[config.mk]
export PLATFORM = sky130hd
export DESIGN_NAME = conv_line_feeder
export DESIGN_NICKNAME = d
export VERILOG_FILES = /design/src/rtl/conv_pkg.sv /design/src/rtl/conv_kernel_regs.sv /design/src/rtl/conv_line_feeder.sv
export SDC_FILE = /design/constraint.sdc
export NUM_CORES = 1
export LEC_CHECK = 0
export ABC_AREA = 0
export CORE_UTILIZATION = 31
export CTS_CLUSTER_DIAMETER = 50
export DETAILED_ROUTE_END_ITERATION = 12
export PLACE_DENSITY_LB_ADDON = 0.2
export SETUP_SLACK_MARGIN = 0.1
export SYNTH_ARGS = -nofsm -noshare
export SYNTH_HDL_FRONTEND = slang
export SYNTH_HIERARCHICAL = 1
export SYNTH_SLANG_ARGS = --single-unit
[constraint.sdc]
create_clock -name clk -period 4.65 [get_ports clk]
set_clock_uncertainty 0.1 [all_clocks]
set_input_delay 1.395 -clock clk [delete_from_list [all_inputs] [get_ports clk]]
set_output_delay 1.395 -clock clk [all_outputs]
set_load 0.005 [all_outputs]
[src/rtl/conv_pkg.sv]
// conv_pkg: shared state encodings, constants and stride helper for the convolve datapath.
package conv_pkg;
   typedef enum logic [1:0] {FEED_IDLE, FEED_SERVE, FEED_ROW_END, FEED_FRAME_DONE} feed_state_e;
   localparam int KERNEL_TAPS = 9;
   localparam logic [1:0] STRIDE_1 = 2'd1;
   localparam logic [1:0] STRIDE_2 = 2'd2;
   function automatic logic [1:0] norm_stride(input logic [1:0] s);
      return (s == STRIDE_2) ? STRIDE_2 : STRIDE_1;
   endfunction
endpackage

[src/rtl/conv_kernel_regs.sv]
// conv_kernel_regs: 3x3 weight register file, synchronous write, combinational read, out-of-range reads 0.
module conv_kernel_regs
   import conv_pkg::*;
#(
   parameter int BIT_DEPTH = 8
) (
   input  logic                 clk,
   input  logic                 rst,
   input  logic                 wr_en_i,
   input  logic [3:0]           wr_addr_i,
   input  logic [BIT_DEPTH-1:0] wr_data_i,
   input  logic [3:0]           rd_addr_i,
   output logic [BIT_DEPTH-1:0] rd_data_o
);
   logic [BIT_DEPTH-1:0] w_q [KERNEL_TAPS];
   always_ff @(posedge clk) begin
      if (rst) begin
         for (int i = 0; i < KERNEL_TAPS; i++) w_q[i] <= '0;
      end else if (wr_en_i && wr_addr_i < 4'(KERNEL_TAPS)) begin
         w_q[wr_addr_i] <= wr_data_i;
      end
   end
   assign rd_data_o = (rd_addr_i < 4'(KERNEL_TAPS)) ? w_q[rd_addr_i] : '0;
endmodule

[src/rtl/conv_line_feeder.sv]
// conv_line_feeder: tile + kernel store; serves 3-row columns band by band at the configured stride.
module conv_line_feeder
   import conv_pkg::*;
#(
   parameter int BIT_DEPTH = 8,
   parameter int IMG_W     = 8,
   parameter int IMG_H     = 8,
   parameter int ADDR_W    = 6
) (
   input  logic                 clk,
   input  logic                 rst,
   input  logic                 img_wr_en,
   input  logic [ADDR_W-1:0]    img_wr_addr,
   input  logic [BIT_DEPTH-1:0] img_wr_data,
   input  logic                 kw_wr_en,
   input  logic [3:0]           kw_wr_addr,
   input  logic [BIT_DEPTH-1:0] kw_wr_data,
   input  logic                 start,
   input  logic [1:0]           stride,
   input  logic                 shift_buffer,
   input  logic [3:0]           kernel_addr,
   output logic [BIT_DEPTH-1:0] in_l1,
   output logic [BIT_DEPTH-1:0] in_l2,
   output logic [BIT_DEPTH-1:0] in_l3,
   output logic [BIT_DEPTH-1:0] kernel_in,
   output logic                 busy,
   output logic                 row_done,
   output logic                 frame_done
);
   localparam int NPIX = IMG_W * IMG_H;
   localparam int RW   = $clog2(IMG_H + 3);
   localparam int CW   = $clog2(IMG_W + 1);
   function automatic logic [ADDR_W-1:0] addr(input int r, input int c);
      return ADDR_W'(r * IMG_W + c);
   endfunction
   feed_state_e          state_q;
   logic [RW-1:0]        row_base_q, nb, fr;
   logic [CW-1:0]        col_q, fc;
   logic [1:0]           s_q;
   logic [BIT_DEPTH-1:0] l1_q, l2_q, l3_q, p1_d, p2_d, p3_d;
   logic [BIT_DEPTH-1:0] mem [NPIX];
   logic                 band_ok, last_col;
   always_ff @(posedge clk) begin
      if (img_wr_en && state_q == FEED_IDLE && int'(img_wr_addr) < NPIX) mem[img_wr_addr] <= img_wr_data;
   end
   // Fetch target is the column that becomes current after this cycle's transition.
   always_comb begin
      nb       = row_base_q + RW'(s_q);
      band_ok  = int'(nb) + 2 <= IMG_H - 1;
      last_col = col_q == CW'(IMG_W - 1);
      fr       = (state_q == FEED_ROW_END && band_ok) ? nb : (state_q == FEED_IDLE ? '0 : row_base_q);
      fc       = (state_q == FEED_SERVE && !last_col) ? col_q + 1'b1 : '0;
      p1_d     = mem[addr(int'(fr), int'(fc))];
      p2_d     = mem[addr(int'(fr) + 1, int'(fc))];
      p3_d     = mem[addr(int'(fr) + 2, int'(fc))];
   end
   always_ff @(posedge clk) begin
      if (rst) begin
         state_q    <= FEED_IDLE;
         row_base_q <= '0;
         col_q      <= '0;
         s_q        <= STRIDE_1;
         {l1_q, l2_q, l3_q} <= '0;
      end else begin
         case (state_q)
            FEED_IDLE: if (start) begin
               s_q        <= norm_stride(stride);
               row_base_q <= '0;
               col_q      <= '0;
               {l1_q, l2_q, l3_q} <= {p1_d, p2_d, p3_d};
               state_q    <= FEED_SERVE;
            end
            FEED_SERVE: if (shift_buffer) begin
               if (last_col) state_q <= FEED_ROW_END;
               else begin
                  col_q <= col_q + 1'b1;
                  {l1_q, l2_q, l3_q} <= {p1_d, p2_d, p3_d};
               end
            end
            FEED_ROW_END: if (band_ok) begin
               row_base_q <= nb;
               col_q      <= '0;
               {l1_q, l2_q, l3_q} <= {p1_d, p2_d, p3_d};
               state_q    <= FEED_SERVE;
            end else state_q <= FEED_FRAME_DONE;
            default: begin
               {l1_q, l2_q, l3_q} <= '0;
               state_q <= FEED_IDLE;
            end
         endcase
      end
   end
   conv_kernel_regs #(.BIT_DEPTH(BIT_DEPTH)) u_kregs (
      .clk(clk), .rst(rst), .wr_en_i(kw_wr_en), .wr_addr_i(kw_wr_addr), .wr_data_i(kw_wr_data),
      .rd_addr_i(kernel_addr), .rd_data_o(kernel_in)
   );
   assign in_l1      = l1_q;
   assign in_l2      = l2_q;
   assign in_l3      = l3_q;
   assign busy       = state_q != FEED_IDLE;
   assign row_done   = state_q == FEED_ROW_END;
   assign frame_done = state_q == FEED_FRAME_DONE;
endmodule

* Word-level counts from Yosys, hierarchy flattened *
Memory sizes are Yosys's and may differ from the RTL's.
Index checks and enable logic that the tools add are counted.

word-level totals
  bits in registers = 36
  RAM bits = 584
  bits of input ports = 38
  output and inout bits = 35
  word-level logic and storage cells = 87
  memories kept = 2

memory list
  memory       depth  bits a word  read ports  clocked after memory_dff  write ports  RTL line                text
  mem          64     8            3           0                         1            conv_line_feeder.sv:41  logic [BIT_DEPTH-1:0] mem [NPIX];
  u_kregs.w_q  9      8            1           0                         9            conv_kernel_regs.sv:15  logic [BIT_DEPTH-1:0] w_q [KERNEL_TAPS];

operators by class
  add/sub/neg operators = 8
  $lt $le $gt $ge = 3
  equal/unequal tests = 10
  muxes and demuxes = 42
  reductions and logical operators = 15

operators by type and width
  operator                                             number
  2-to-1 mux 8 bit                                     14
  one-hot mux 8 bit (3 select lines)                   3
  2-to-1 mux 4 bit                                     7
  adder 6 x 4 -> 6 bit                                 3
  one-hot mux 4 bit (3 select lines)                   1
  2-to-1 mux 2 bit                                     5
  < comparator 4 bit, second input constant            2
  2-to-1 mux 1 bit                                     8
  != test 2 bit, second input constant                 4
  one-hot mux 4 bit (2 select lines)                   1
  OR reduction 8 bit                                   1
  == test 2 bit, second input constant                 3
  2-to-1 mux 3 bit                                     2
  one-hot mux 2 bit (3 select lines)                   1
  AND reduction 3 bit                                  2
  adder 4 x 2 -> 5 bit, second input constant          1
  <= comparator 5 x 3 -> 1 bit, second input constant  1
  AND reduction 5 bit                                  1
  adder 4 x 1 -> 4 bit, second input constant          1
  adder 4 x 2 -> 4 bit                                 1
  == test 4 x 3 -> 1 bit, second input constant        1
  logical AND 1 bit                                    4
  AND reduction 4 bit                                  1
  nonzero test 2 bit                                   2
  8 further kinds                                      8

* Depth between registers and ports, before layout *
Gate-level depths: netlist of the first run.
An unclocked memory read counts as a cell.

  depth after elaboration = 11
  mapped depth = 22
  gate-level depth less buffers = 19

* Cells and area by module *
The synthesis of the first run kept the hierarchy.

by module, submodules not included
  module            instances  cells an instance  area an instance (µm²)  seq. area each (µm²)
  conv_line_feeder  1          1,772              23,929.2                16,095.4
  conv_kernel_regs  1          236                3,409.5                 2,162.1

* Least setup slack after synthesis of the first run *
No wires, ideal clock.

  kind = register to register
  start point = register row_base_q[0]
  end point = register l2_q[5] (netlist: in_l2[5])
  library setup time = 0.123 ns
  arrival time = 4.655 ns
  data required time = 4.427 ns
  path slack = -0.228 ns
  stages on the path, launching flop included = 18
  path buffers = 3
  period minus slack after synthesis = 4.878 ns
  cells stage by stage = dfxtp_1 -> ha_1 -> fa_1 -> xnor2_2 -> inv_2 -> ha_1 -> nor3b_1 -> a21oi_1 -> and2_1 -> o21ai_0 -> ha_1 -> clkbuf_1 -> inv_1 -> clkbuf_1 -> buf_1 -> mux4_2 -> a222oi_1 -> inv_1

on the way
  word-level cells in the longest chain between the ends = 11
  elaborated cells on any way between the ends = 16
  those cells by class = 4 x add/sub; 1 x order compare; 1 x eq/ne; 7 x mux; 2 x reduce/logical; 1 x memory

RTL lines
  what                                RTL line                text
  start, declared                     conv_line_feeder.sv:37  logic [RW-1:0] row_base_q, nb, fr;
  start signal, assigned              conv_line_feeder.sv:81  row_base_q <= nb;
  adder 4 x 2 -> 4 bit                conv_line_feeder.sv:48  nb = row_base_q + RW'(s_q);
  adder 4 x 2 -> 5 bit                conv_line_feeder.sv:49  band_ok = int'(nb) + 2 <= IMG_H - 1;
  <= comparator 5 x 3 -> 1 bit        conv_line_feeder.sv:49
  logical AND 1 bit                   conv_line_feeder.sv:51  fr = (state_q == FEED_ROW_END && band_ok) ? nb : (state_q == FEED_IDLE ? '0 : row_base_q);
  2-to-1 mux 3 bit                    conv_line_feeder.sv:51
  adder 3 x 1 -> 3 bit                conv_line_feeder.sv:54  p2_d = mem[addr(int'(fr) + 1, int'(fc))];
  adder 6 x 4 -> 6 bit                conv_line_feeder.sv:34  return ADDR_W'(r * IMG_W + c);
  memory (64 x 8 bit)                 --
  2-to-1 mux 8 bit                    conv_line_feeder.sv:74  if (last_col) state_q <= FEED_ROW_END;
  2-to-1 mux 8 bit                    conv_line_feeder.sv:73  FEED_SERVE: if (shift_buffer) begin
  one-hot mux 8 bit (3 select lines)  conv_line_feeder.sv:65  case (state_q)
  end signal, assigned                conv_line_feeder.sv:70  {l1_q, l2_q, l3_q} <= {p1_d, p2_d, p3_d};
  end signal, assigned                conv_line_feeder.sv:77  {l1_q, l2_q, l3_q} <= {p1_d, p2_d, p3_d};
  end signal, assigned                conv_line_feeder.sv:83  {l1_q, l2_q, l3_q} <= {p1_d, p2_d, p3_d};
  end, declared                       conv_line_feeder.sv:40  logic [BIT_DEPTH-1:0] l1_q, l2_q, l3_q, p1_d, p2_d, p3_d;

Parallel ways exist; a longest one is shown, timed or not. The select of a mux whose other input is x is not followed.
A chain may end at the register's enable or synchronous reset.

* Final worst setup path of the first run *
  start point = input kernel_addr[0]
  end point = output kernel_in[3]

on the way
  word-level cells in the longest chain between the ends = 2
  elaborated cells on any way between the ends = 3
  those cells by class = 1 x order compare; 1 x mux; 1 x memory

RTL lines
  what                                                             RTL line                text
  start, declared                                                  conv_line_feeder.sv:21  input logic [3:0] kernel_addr,
  memory (9 x 8 bit) / < comparator 4 bit (equally long branches)  --
  2-to-1 mux 8 bit (*)                                             conv_kernel_regs.sv:23  assign rd_data_o = (rd_addr_i < 4'(KERNEL_TAPS)) ? w_q[rd_addr_i] : '0;
  end, declared                                                    conv_line_feeder.sv:25  output logic [BIT_DEPTH-1:0] kernel_in,

Every way passes the cells marked *; elsewhere a longest branch is shown, timed or not.

==> results.toml, run 1 <==
[critical_path]
cp_max_fo = 9
critPathLaunchType = "input pin"
critPathBufInv = 3
cp_common_cell = "dlygate4sd2_1"
worst-path-stages = 6
critPathTopFamily = "buffers and inverters"
reg2reg_depth = 18
cp.required_ns = 3.15
path_cells = "dlygate4sd2_1 -> buf_12 -> mux4_2 -> a2bb2oi_1 -> a32o_1 -> dlygate4sd2_1"
cp_slowest_stage_delay_ns = 0.50
cp_slowest_cell = "mux4_2"
arrival_ns = 2.89
critPathCaptureType = "primary output"
criticalPathCategory = "input pin to primary output"

[min_path]
min_path_type = "flop to flop"
worstHoldPathCells = 1

[pwr]
p_int_mw = 10.4
ir_drop_uv = 249
leakagePower_nw = 11.2
seq_power_share_pct = 46.1
p_total_mw = 13.5
p_sw_share_pct = 23.0
switching_power_mw = 3.10
p_comb_share_pct = 6.2
p_per_area_nw_per_um2 = 407
clock_power_share_pct = 47.7

[synth]
syn_area_sq_um = 27300
ys.flop_type = "edfxtp_1"
syn_inst = 2008
syn_area_per_cell_sq_um = 13.6
seq_area_frac_synth_pct = 66.8
async_flop_share_pct = 0
synth_nets = 2055
synth_warnings = 6
synth.distinct_cells = 79
synth_edf_count = 584
ys_ff_latch = 620

[timing]
fin_crit_sh_pct = 94.4
rsz0062_at_grt = "yes"
fin_tns_setup_ns = 0
worst_slew_pin_slew_ns = 1.14
period_needed_ns = 4.39
hold_ws_ns = 0.350
timing.fmax_ghz = 0.228
hold_violations = 0
slew_violations = 0
relSlewSlack_pct = 23.2
setup_viol = 0
setup_ws_ns = 0.262

[routing]
dr.pass1.iters = 5
drc_errors = 0
ant_nets = 0
vias_per_cell = 5.31
finalWirelength_microns = 82800
drtIter0Drc = 1536
vias = 18115
wire_per_inst_microns = 24.2

[floorplanning]
die_x_microns = 299
die_y_microns = 299
std_cell_rows = 108
initial_utilization_pct = 31.4
num_io_pins = 73
die_area_sq_um = 89400
core_area_sq_um = 87000

[place]
hpwl_microns = 55200
placedCellCount = 3256
gp_congestion = 0.870
placed_cell_area_sq_um = 30200
port_buffers = 72
pre_cts_ws_ns = -0.234

[clock_network]
clock_latency_ns = 0.63
cts-root-buf = "clkbuf_16"
cts_max_level = 3
cts.reportedPaths.clkPinSlew_ns = 0.05
cts_sinks = 620
cts_buffer_depth = 3
numCtsBuffers = 83
cts_tree = "yes"

[global_route]
grt_pass1_vias = 18003
grt_max_degree = 74
grt_pass1_wl_microns = 122000
grt.overflow.total = 0
grtUsageTotal_pct = 18.4
antenna_found_initial = 3

[run]
maxCapViolCount = 0

[layout]
multi_input_area_sq_um = 8520
layout_commonest_cell = "edfxtp_1"
fin_util_pct = 38.1
stdcell_area_sq_um = 33100
final_cells = 3414
fin_nets = 2237
drive_gt1_share_pct = 17.7
final_cell_mix = "584 x edfxtp_1, 179 x nand2_1, 153 x buf_4"
regArea_sq_um = 18300
area_delta_synth_final_pct = 21.2
n_fill_cell = 8274

[status]
outcome = "finished, final reports clean"
-- worst paths after layout --
check | from | end | slack, ns
worst min-delay path | in_l3[5]$_SDFFE_PP0P_ | in_l3[5]$_SDFFE_PP0P_ | 0.35
worst min register to register | in_l3[5]$_SDFFE_PP0P_ | in_l3[5]$_SDFFE_PP0P_ | 0.35
worst max register to register | row_base_q[0]$_SDFFE_PP0P_ | in_l1[1]$_SDFFE_PP0P_ | 0.32
worst max-delay path | kernel_addr[0] | kernel_in[3] | 0.26
-- kinds of logic (layout without fill, tap and decap cells) --
logic type	Yosys count	after routing	share of synthesized area, %
flip-flops	620	620	66.8
AND/OR/NAND/NOR	595	595	10.8
AO/OA/AOI/OAI	436	436	11.1
multiplexers	182	182	7.82
buffers and inverters	155	405	2.55
XOR/XNOR	11	11	0.476
adder cells (fa/ha/maj)	9	9	0.439
other	0	1	0
-- state kept, by name, indices dropped and copies added (netlist names) --
| name | count |
|---|---|
| in_l1 | 8 |
| mem | 512 |
| in_l2 | 8 |
| s_q | 2 |
| col_q | 4 |
| in_l3 | 8 |
| row_base_q | 4 |
| u_kregs/w_q | 72 |
| state_q | 2 |
-- area by class of cell --
| cell class | instances | area share [%] |
|---|---|---|
| repair buffers | 237 | 6.14 |
| diodes | 1 | 0.00755 |
| clock buffers | 95 | 6.47 |
| inverters | 15 | 0.170 |
| well taps | 1155 | 4.36 |
| clock inverters | 58 | 2.01 |
| flip-flops and latches | 620 | 55.1 |
| multi-input cells | 1233 | 25.7 |
-- power groups by stage --
stage          Clock (mW)  Combinational (mW)  Sequential [mW]
3_3_place_gp            0               0.827             6.33
4_1_cts              6.56               0.839             6.22
5_1_grt              6.76               0.896             6.22
3_5_place_dp            0               0.836             6.33
2_1_floorplan           0               0.375             6.31
6_report             6.42               0.842             6.21
-- timing repair --
| item | in CTS | in global routing |
|---|---|---|
| hold buffers | 0 | 0 |
| setup endpoints to repair | 26 | 22 |
| setup buffers | 4 | 0 |
| gates resized for setup | 19 | 14 |
| pin swaps | 0 | 3 |
-- cell usage after synthesis, types with 13 or more instances --
cell / n / area, sq um
o221ai_1: 25 / 219
a211oi_1: 54 / 405
a221oi_1: 15 / 131
buf_4: 13 / 97.6
inv_1: 13 / 48.8
and3_1: 63 / 394
clkbuf_1: 75 / 282
o21ai_0: 73 / 365
and2_1: 82 / 513
mux2i_1: 136 / 1360
o22ai_1: 14 / 87.6
dfxtp_1: 36 / 721
nor2_1: 116 / 435
a31oi_1: 39 / 244
mux4_2: 23 / 518
nand2_1: 180 / 676
edfxtp_1: 584 / 17500
mux2_2: 19 / 214
o211ai_1: 27 / 203
nand3_1: 82 / 410
buf_1: 13 / 48.8
a22oi_1: 35 / 263
o21ai_1: 13 / 65.1
a21oi_1: 47 / 235
buf_2: 36 / 180
-- worst register-to-register path: stages (launching register included) --
cell and delay [ns]:
dfxtp_1 0.32, ha_1 0.24, fa_2 0.38, xnor2_2 0.17
inv_2 0.08, ha_1 0.35, nor3b_4 0.25, a21oi_1 0.14
and2_1 0.23, nand2_1 0.11, o21ai_1 0.12, ha_1 0.37
buf_4 0.20, nor2_4 0.09, a22oi_1 0.20, o21ai_1 0.17
mux2_1 0.38, a22oi_1 0.21, a21oi_1 0.09
-- metal layers --
| layer | up-vias | GRT usage [%] | part of all wire, % |
|---|---|---|---|
| met5 | - | 0 | 0 |
| met4 | 0 | 4.36 | 1.4 |
| met3 | 83 | 3.12 | 6.2 |
| met2 | 532 | 29.1 | 46 |
| met1 | 9298 | 26.2 | 46 |
| li1 | 8202 | - | - |
Note: power is estimated with default switching activity, not from simulation.
==> inputs of run 2 (changes only) <==
--- a/config.mk
+++ b/config.mk
@@ -6,11 +6,13 @@
 export NUM_CORES = 1
 export LEC_CHECK = 0
 export ABC_AREA = 0
+export CORE_ASPECT_RATIO = 0.7
 export CORE_UTILIZATION = 31
 export CTS_CLUSTER_DIAMETER = 50
 export DETAILED_ROUTE_END_ITERATION = 12
 export PLACE_DENSITY_LB_ADDON = 0.2
 export SETUP_SLACK_MARGIN = 0.1
+export SKIP_LAST_GASP = 1
 export SYNTH_ARGS = -nofsm -noshare
 export SYNTH_HDL_FRONTEND = slang
 export SYNTH_HIERARCHICAL = 1
==> run 2 against run 1 <==
Net effect: first-iteration DRC count rose by 28%; clock power fell by 19%; die area barely moved; utilization fell by 0.56 points; critical endpoint unchanged; largest cell class unchanged; highest routed layer is now met5.
==> results.toml, run 2 (synthesis gave the netlist of run 1 again) <==
[critical_path]
cp_slowest_cell = "mux4_2"
timing.rr.start = "row_base_q[0]$_SDFFE_PP0P_"
cp_max_fo = 5
critPathCaptureType = "primary output"
critPathLaunchType = "input pin"
criticalPathCategory = "input pin to primary output"
cp-startpoint = "kernel_addr[0]"
critPathTopFamily = "buffers and inverters"
cp_slowest_stage_delay_ns = 0.49
path_cells = "buf_2 -> buf_12 -> mux4_2 -> a2bb2oi_1 -> a32o_1 -> clkdlybuf4s50_1"
critPathBufInv = 3
cp.required_ns = 3.15
arrival_ns = 2.95

[global_route]
grt_pass1_wl_microns = 123000
grt_max_degree = 65
antenna_found_initial = 2
grt_pass1_vias = 17734
grt.overflow.total = 0
grtUsageTotal_pct = 18.8

[timing]
relSlewSlack_pct = 17.3
hold_violations = 0
period_needed_ns = 4.44
setup_viol = 0
timing.fmax_ghz = 0.225
rsz0062_at_grt = "no"
worst_slew_pin_slew_ns = 1.23
fin_crit_sh_pct = 95.5
slew_violations = 0

[place]
gp_congestion = 0.908
placed_cell_area_sq_um = 30300
hpwl_microns = 57700
port_buffers = 72

[clock_network]
cts.reportedPaths.clkPinSlew_ns = 0.06
cts_sinks = 620
numCtsBuffers = 66
cts_max_level = 3
cts_buffer_depth = 3
postCtsSetupRepairBufs = 0
cts_tree = "yes"
cts-root-buf = "clkbuf_16"
clock_latency_ns = 0.61

[layout]
reg_top3 = "mem: 512 flops, u_kregs/w_q: 72 flops"
largest_reg_flops = 512
fin_nets = 2224
final_cell_mix = "584 x edfxtp_1, 179 x nand2_1, 152 x buf_4"
drive_gt1_share_pct = 16.2
n_fill_cell = 8241
top_register = "mem"
fin_util_pct = 37.5
area_delta_synth_final_pct = 19.0
stdcell_area_sq_um = 32500
layout_commonest_cell = "edfxtp_1"

[floorplanning]
core_area_sq_um = 86700
die_y_microns = 250
die_area_sq_um = 89400
die_x_microns = 357
num_io_pins = 73
initial_utilization_pct = 31.5
std_cell_rows = 90

[min_path]
worstHoldStart = "in_l3[3]$_SDFFE_PP0P_"
min_path_type = "flop to flop"

[status]
outcome = "finished, final reports clean"

[pwr]
p_comb_share_pct = 6.9
seq_power_share_pct = 50.5
leakagePower_nw = 10.9
p_per_area_nw_per_um2 = 378
p_sw_share_pct = 22.9
switching_power_mw = 2.81
ir_drop_uv = 293
p_int_mw = 9.48
clock_power_share_pct = 42.6
p_total_mw = 12.3

[run]
maxCapViolCount = 0

[routing]
ant_nets = 0
dr.pass1.iters = 5
vias_per_cell = 5.42
vias = 18302
drc_errors = 0
drtIter0Drc = 1967
finalWirelength_microns = 84500
wire_per_inst_microns = 25.0
## run 2: changes by cell type in the layout (fill, tap and decap cells not counted), moves of 4 or more
cell	before	now
clkbuf_16	84	68
clkinvlp_4	7	2
buf_12	9	14
clkbuf_1	11	16
inv_6	10	1
bufinv_16	10	6
mux2i_1	131	136
clkinv_4	6	2
mux2i_2	5	0
## run 2: final timing paths
check / end / slack (ns) / cells past startpoint
max: kernel_in[3] / 0.21 / 6
min: in_l3[3]$_SDFFE_PP0P_ / 0.38 / 1
max reg2reg: in_l2[2]$_SDFFE_PP0P_ / 0.28 / 18
min reg2reg: in_l3[3]$_SDFFE_PP0P_ / 0.38 / 1
## run 2: power by group through the flow
stage | sequential [mW] | combinational [mW] | clock (mW)
after floorplan | 6.31 | 0.375 | 0
after global placement | 6.33 | 0.827 | 0
after detailed placement | 6.33 | 0.838 | 0
after CTS | 6.21 | 0.840 | 5.33
after global routing | 6.22 | 0.898 | 5.55
final | 6.21 | 0.846 | 5.23
## run 2: timing repair
item	CTS	global route
setup endpoints to repair	19	25
resized for setup	15	21
cloned	1	0
hold buffers	0	0
## run 2: layout make-up
class	instances	area (sq um)	area share, %
sequential	620	18300	56.1
multi-input combinational	1233	8520	26.2
timing repair buffer	241	2150	6.60
clock buffer	84	1760	5.42
tap	1150	1440	4.42
clock inverter	31	338	1.04
inverter	15	58.8	0.181
antenna	1	2.50	0.00769
## run 2: per-stage QoR
step                instances  TNS [ns]  hold slack, ns  setup WS (ns)
floorplan                2008         0           0.351          0.218
global placement         3258     -1.64           0.357         -0.224
detailed placement       3258     -1.55           0.359         -0.200
CTS                      3374         0           0.376          0.104
global route             3374         0           0.400         0.0816
finish                   3375         0           0.380          0.209
## run 2: per-layer routing
layer / vias up / GRT usage, % / routed length (microns)
met5: - / 0 / 13
met4: 2 / 3.94 / 1330
met3: 92 / 3.40 / 6140
met2: 690 / 26.6 / 35400
met1: 9349 / 29.6 / 41700
li1: 8169 / - / -
